File: src/rtl/icg_pkg.sv
// Shared types and width helpers for the activity-driven clock-enable controller.
package icg_pkg;

    typedef enum logic [1:0] {
        OFF  = 2'd0,
        WAKE = 2'd1,
        ON   = 2'd2,
        HOLD = 2'd3
    } icg_state_t;

    localparam int DEF_HOLD_CYCLES = 8;
    localparam int DEF_WAKE_CYCLES = 1;
    localparam int DEF_CNT_W       = 16;

    // Bits needed to hold n-1, never less than one.
    function automatic int cnt_width(input int n);
        return (n <= 1) ? 1 : $clog2(n);
    endfunction

    localparam int DEF_HOLD_W = cnt_width(DEF_HOLD_CYCLES);
    localparam int DEF_WAKE_W = cnt_width(DEF_WAKE_CYCLES);

endpackage

File: src/rtl/icg_enable_ctrl_if.sv
// Activity request / enable status bundle between the requester and the enable controller.
interface icg_enable_ctrl_if #(
    parameter int CNT_W = 16
);
    logic             act;
    logic             force_on;
    logic             cnt_clr;
    logic             en;
    logic             rdy;
    logic [CNT_W-1:0] gated_cnt;

    modport master (
        output act, force_on, cnt_clr,
        input  en, rdy, gated_cnt
    );

    modport slave (
        input  act, force_on, cnt_clr,
        output en, rdy, gated_cnt
    );
endinterface

File: src/rtl/icg_sat_counter.sv
// Saturating up-counter with synchronous clear that takes priority over increment.
module icg_sat_counter #(
    parameter int CNT_W = 16
) (
    input  logic             clk,
    input  logic             rst,
    input  logic             inc,
    input  logic             clr,
    output logic [CNT_W-1:0] count
);

    logic [CNT_W-1:0] count_r;

    // Count register: clear first, then increment unless already saturated.
    always_ff @(posedge clk or posedge rst) begin
        if (rst) begin
            count_r <= '0;
        end else if (clr) begin
            count_r <= '0;
        end else if (inc && (count_r != {CNT_W{1'b1}})) begin
            count_r <= count_r + CNT_W'(1);
        end else begin
            count_r <= count_r;
        end
    end

    assign count = count_r;

endmodule

File: src/rtl/icg_enable_ctrl.sv
// Converts bursty activity into a registered clock enable with wake-up delay and idle hold-off.
module icg_enable_ctrl
    import icg_pkg::*;
#(
    parameter int HOLD_CYCLES = DEF_HOLD_CYCLES,
    parameter int WAKE_CYCLES = DEF_WAKE_CYCLES,
    parameter int CNT_W       = DEF_CNT_W
) (
    input  logic              clk,
    input  logic              rst,
    icg_enable_ctrl_if.slave  bus
);

    localparam int HW = cnt_width(HOLD_CYCLES);
    localparam int WW = cnt_width(WAKE_CYCLES);
    localparam logic [HW-1:0] HOLD_LOAD = HW'((HOLD_CYCLES > 0) ? HOLD_CYCLES - 1 : 0);
    localparam logic [WW-1:0] WAKE_LOAD = WW'((WAKE_CYCLES > 0) ? WAKE_CYCLES - 1 : 0);

    icg_state_t       state_r;
    icg_state_t       next_s;
    logic [WW-1:0]    wake_cnt_r;
    logic [HW-1:0]    hold_cnt_r;
    logic             en_r;
    logic             rdy_r;
    logic             wake_s;
    logic             off_s;
    logic [CNT_W-1:0] cnt_s;

    assign wake_s = bus.act | bus.force_on;
    assign off_s  = (state_r == OFF);

    // Next-state selection; the wake phase runs to completion regardless of activity.
    always_comb begin
        next_s = state_r;
        case (state_r)
            OFF: begin
                if (wake_s) begin
                    next_s = (WAKE_CYCLES == 0) ? ON : WAKE;
                end else begin
                    next_s = OFF;
                end
            end
            WAKE: begin
                if (wake_cnt_r == '0) begin
                    next_s = ON;
                end else begin
                    next_s = WAKE;
                end
            end
            ON: begin
                if (wake_s) begin
                    next_s = ON;
                end else begin
                    next_s = (HOLD_CYCLES == 0) ? OFF : HOLD;
                end
            end
            HOLD: begin
                if (wake_s) begin
                    next_s = ON;
                end else if (hold_cnt_r == '0) begin
                    next_s = OFF;
                end else begin
                    next_s = HOLD;
                end
            end
            default: next_s = OFF;
        endcase
    end

    // State, counters and outputs; en/rdy decode the next state so they settle just after the edge.
    always_ff @(posedge clk or posedge rst) begin
        if (rst) begin
            state_r    <= OFF;
            wake_cnt_r <= '0;
            hold_cnt_r <= '0;
            en_r       <= 1'b0;
            rdy_r      <= 1'b0;
        end else begin
            state_r <= next_s;
            en_r    <= (next_s != OFF);
            rdy_r   <= (next_s == ON) || (next_s == HOLD);
            case (state_r)
                OFF: begin
                    if (wake_s) begin
                        wake_cnt_r <= WAKE_LOAD;
                    end
                end
                WAKE: begin
                    if (wake_cnt_r != '0) begin
                        wake_cnt_r <= wake_cnt_r - WW'(1);
                    end
                end
                ON: begin
                    if (!wake_s) begin
                        hold_cnt_r <= HOLD_LOAD;
                    end
                end
                HOLD: begin
                    if (!wake_s && (hold_cnt_r != '0)) begin
                        hold_cnt_r <= hold_cnt_r - HW'(1);
                    end
                end
                default: begin
                    wake_cnt_r <= '0;
                    hold_cnt_r <= '0;
                end
            endcase
        end
    end

    icg_sat_counter #(
        .CNT_W (CNT_W)
    ) u_gated_cnt (
        .clk   (clk),
        .rst   (rst),
        .inc   (off_s),
        .clr   (bus.cnt_clr),
        .count (cnt_s)
    );

    assign bus.en        = en_r;
    assign bus.rdy       = rdy_r;
    assign bus.gated_cnt = cnt_s;

endmodule

File: src/flat_wrapper.sv
// flat-port wrapper written by rule: the top's interface ports become plain ports
module icg_enable_ctrl_flat import icg_pkg::*;
#(
    parameter int HOLD_CYCLES = DEF_HOLD_CYCLES,
    parameter int WAKE_CYCLES = DEF_WAKE_CYCLES,
    parameter int CNT_W       = DEF_CNT_W
)
  (clk, rst, bus_act, bus_force_on, bus_cnt_clr, bus_en, bus_rdy, bus_gated_cnt);
  icg_enable_ctrl_if #(.CNT_W(CNT_W)) bus_i ();
  input  logic clk;
  input  logic rst;
  input wire logic [$bits(bus_i.act)-1:0] bus_act;
  input wire logic [$bits(bus_i.force_on)-1:0] bus_force_on;
  input wire logic [$bits(bus_i.cnt_clr)-1:0] bus_cnt_clr;
  output wire logic [$bits(bus_i.en)-1:0] bus_en;
  output wire logic [$bits(bus_i.rdy)-1:0] bus_rdy;
  output wire logic [$bits(bus_i.gated_cnt)-1:0] bus_gated_cnt;
  assign bus_i.act = bus_act;
  assign bus_i.force_on = bus_force_on;
  assign bus_i.cnt_clr = bus_cnt_clr;
  assign bus_en = bus_i.en;
  assign bus_rdy = bus_i.rdy;
  assign bus_gated_cnt = bus_i.gated_cnt;
  icg_enable_ctrl #(.HOLD_CYCLES(HOLD_CYCLES), .WAKE_CYCLES(WAKE_CYCLES), .CNT_W(CNT_W)) u_core (.clk(clk), .rst(rst), .bus(bus_i));
endmodule
File: config.mk
export PLATFORM = sky130hd
export DESIGN_NAME = icg_enable_ctrl_flat
export DESIGN_NICKNAME = d
export VERILOG_FILES = /design/src/rtl/icg_pkg.sv /design/src/rtl/icg_enable_ctrl_if.sv /design/src/rtl/icg_sat_counter.sv /design/src/rtl/icg_enable_ctrl.sv /design/src/flat_wrapper.sv
export SDC_FILE = /design/constraint.sdc
export NUM_CORES = 1
export LEC_CHECK = 0
export ABC_AREA = 1
export ABC_CLOCK_PERIOD_IN_PS = 3150
export CORE_UTILIZATION = 45
export CTS_BUF_LIST = sky130_fd_sc_hd__clkbuf_4 sky130_fd_sc_hd__clkbuf_8 sky130_fd_sc_hd__clkbuf_16
export CTS_CLUSTER_DIAMETER = 120
export DETAILED_ROUTE_END_ITERATION = 8
export GPL_TIMING_DRIVEN = 0
export PLACE_DENSITY = 0.8
export SLEW_MARGIN = 20
export SYNTH_ARGS = -nofsm -noshare
export SYNTH_HDL_FRONTEND = slang
export SYNTH_HIERARCHICAL = 1
export SYNTH_SLANG_ARGS = --single-unit
File: constraint.sdc
create_clock -name clk -period 3.15 [get_ports clk]
set_input_delay 0.945 -clock clk [delete_from_list [all_inputs] [get_ports clk]]
set_output_delay 0.945 -clock clk [all_outputs]
set_load 0.02 [all_outputs]
==> run summary <==
status = complete, no violations
syn avg cell area = 7.310 sq um
CTS tree = built
die area = 0.003430 sq mm
WP data required = 2.20 ns
synth warn = 6
CP startpoint kind = register
commonest non-fill, non-tap cell in the layout = nand2_1
post-layout util = 57.17%
share of cells above drive strength 1 = 8.520%
Mapped Cells = 197
setup bufs post-CTS = 0
worst-skew pair later-pin latency = 0.30 ns
Mapped Nets = 205
Crit. End Element = primary output
Routed WL = 3.051 mm
Final setup viols = 0
fin cells = 267
most frequent cells in the layout = nand2_1 (72), inv_1 (23), dfrtp_1 (23), clkdlybuf4s50_1 (22), nor2_1 (16)
post-synthesis sequential area ratio = 39.97%
Yosys top cell area share = 39.97%
gr usage total = 19.50%
final hold vios = 0
Gates resized, CTS repair = 0
routed vias = 1,325
# placed instances = 263
Root Buffer = clkbuf_4
Tcrit/Tclk final = 75.44%
gr ovfl total = 0
Final min period = 2.376 ns
post-DP HPWL = 2.247 mm
WL per Instance = 11.43 um
Nets = 232
Cell Chain, Critical Path = clkdlybuf4s50_1
number of port buffers = 22
io pins = 23
row count = 20
initial antenna violation count = 0
core area = 0.003053 sq mm
Worst slew margin = 58.73%
Starting Density = 47.17%
Crit path max-delay family = buffers and inverters
clock tree buffer depth = 2
RSZ-0062 raised after global routing = no
# DRC = 0
Fin Clk Skew = 0.003649 ns
leakage power = 0.8703 nW
Hold Buf Count CTS = 0
Unique masters post-synth = 27
CP Max Fanout = 6
Crit path buffers/inverters = 1
pin count of the biggest net entering global routing = 17
CP max stage cell = clkdlybuf4s50_1
Worst Tran Pin Value = 0.6184 ns
Routed Antenna Nets = 0
Die H = 58.57 um
Min Hold Slack = 0.4963 ns
CTS Buf Count = 3
Synth area leader = dfrtp_1
vias per cell = 4.963
Final Wtd Congestion = 0.8889
ant diodes = 0
clock transition at the registers of the reported paths = 0.12 ns
worst min path class = reg2reg
Area Growth Syn to Fin = 21.20%
Die X = 58.57 um
fmax = 420.8 MHz
Iter 0 DRT Violations = 35
flop and latch count out of synthesis = 23
Peak VDD IR = 0.0002033 V
# Max-Cap Violations = 0
DRT Pass-1 Iters = 4
H-tree depth = 1
clock sinks = 23
final setup TNS = 0 ns
pwr dens = 321.3 mW/mm^2
first-pass GRT wire length = 5.106 mm
Worst path max stage delay = 0.65 ns
synth top area cells = dfrtp_1 (40%), nand2_1 (19%), nand4_1 (6.1%)
CP Class = reg2out
vias in the first global route = 1,165
final max-slew violation count = 0
arrival time at the worst endpoint = 1.43 ns
post-synthesis cell area = 0.001440 sq mm
-- area by class of cell --
class | instances | area (sq um)
timing repair buffer | 22 | 220.2
inverter | 25 | 93.84
tap | 44 | 55.05
buffer | 4 | 31.28
multi-input combinational | 145 | 739.5
clock buffer | 4 | 30.03
fill | 298 | 1308
sequential | 23 | 575.6
-- per-stage QoR --
step                setup WS [ns]  area (sq um)  power (mW)
finish                     0.7736          1745      0.5608
global route               0.7254          1745      0.5921
CTS                        0.7512          1745      0.5673
detailed placement         0.7450          1715      0.4264
global placement           0.7521          1715      0.4230
floorplan                   1.500          1440      0.3956
-- synth_stat cells --
cell type	count
nand3_1	15
o211ai_1	1
clkinv_1	1
nand3b_1	2
xor2_1	2
o21ai_1	1
buf_1	1
nor3_1	1
inv_2	1
o21ai_0	2
inv_1	23
buf_6	2
buf_2	1
xnor2_1	2
a21oi_1	1
nand2_1	72
dfrtp_1	23
nor2_8	1
nand3_2	1
nand4_1	14
nor2_1	16
nand2_2	2
nor2_4	4
nand2_4	1
o21a_1	2
ha_1	3
nor2_2	2
-- state kept, by name, summed over array words and instances, names as in the netlist --
| signal | cells |
|---|---|
| u_core/state_r | 2 |
| u_core/bus.en | 1 |
| u_core/bus.rdy | 1 |
| u_core/u_gated_cnt/count | 16 |
| u_core/hold_cnt_r | 3 |
-- routing by layer --
metal	up-vias	track usage, %	part of all wire [%]
met5	-	0	0
met3	4	1.978	3.1
li1	685	-	-
met1	608	26.69	50
met2	28	32.68	46
met4	0	6.122	1.1
-- cell families after synthesis --
| family | Yosys count | share of synthesized area, % |
|---|---|---|
| fa+ha+maj | 3 | 2.607 |
| xor+xnor | 4 | 2.433 |
| flops | 23 | 39.97 |
| simple gates | 131 | 43.35 |
| compound gates | 7 | 2.953 |
| buf+inv | 29 | 8.687 |
-- where the power goes --
part	switching, mW	leakage, nW	internal, mW
combinational	0.0578	0.553	0.0383
sequential	0.0109	0.299	0.312
clock	0.0837	0.0184	0.0580
-- final timing paths --
path                                                    startpoint                                        to  slack (ns)  cells after the start
max in group asynchronous                                      rst   u_core/u_gated_cnt/count[9]$_DFFE_PP0P_        1.72                      2
hold reg to reg                   u_core/hold_cnt_r[2]$_DFFE_PP0P_          u_core/hold_cnt_r[2]$_DFFE_PP0P_        0.50                      2
setup reg to reg           u_core/u_gated_cnt/count[0]$_DFFE_PP0P_  u_core/u_gated_cnt/count[12]$_DFFE_PP0P_        1.40                      9
min in group asynchronous                                      rst                  u_core/bus.rdy$_DFF_PP0_        0.88                      2
setup / recovery           u_core/u_gated_cnt/count[2]$_DFFE_PP0P_                          bus_gated_cnt[2]        0.77                      1
hold / removal                    u_core/hold_cnt_r[2]$_DFFE_PP0P_          u_core/hold_cnt_r[2]$_DFFE_PP0P_        0.50                      2
No activity file was read; power rests on OpenSTA's default activity.
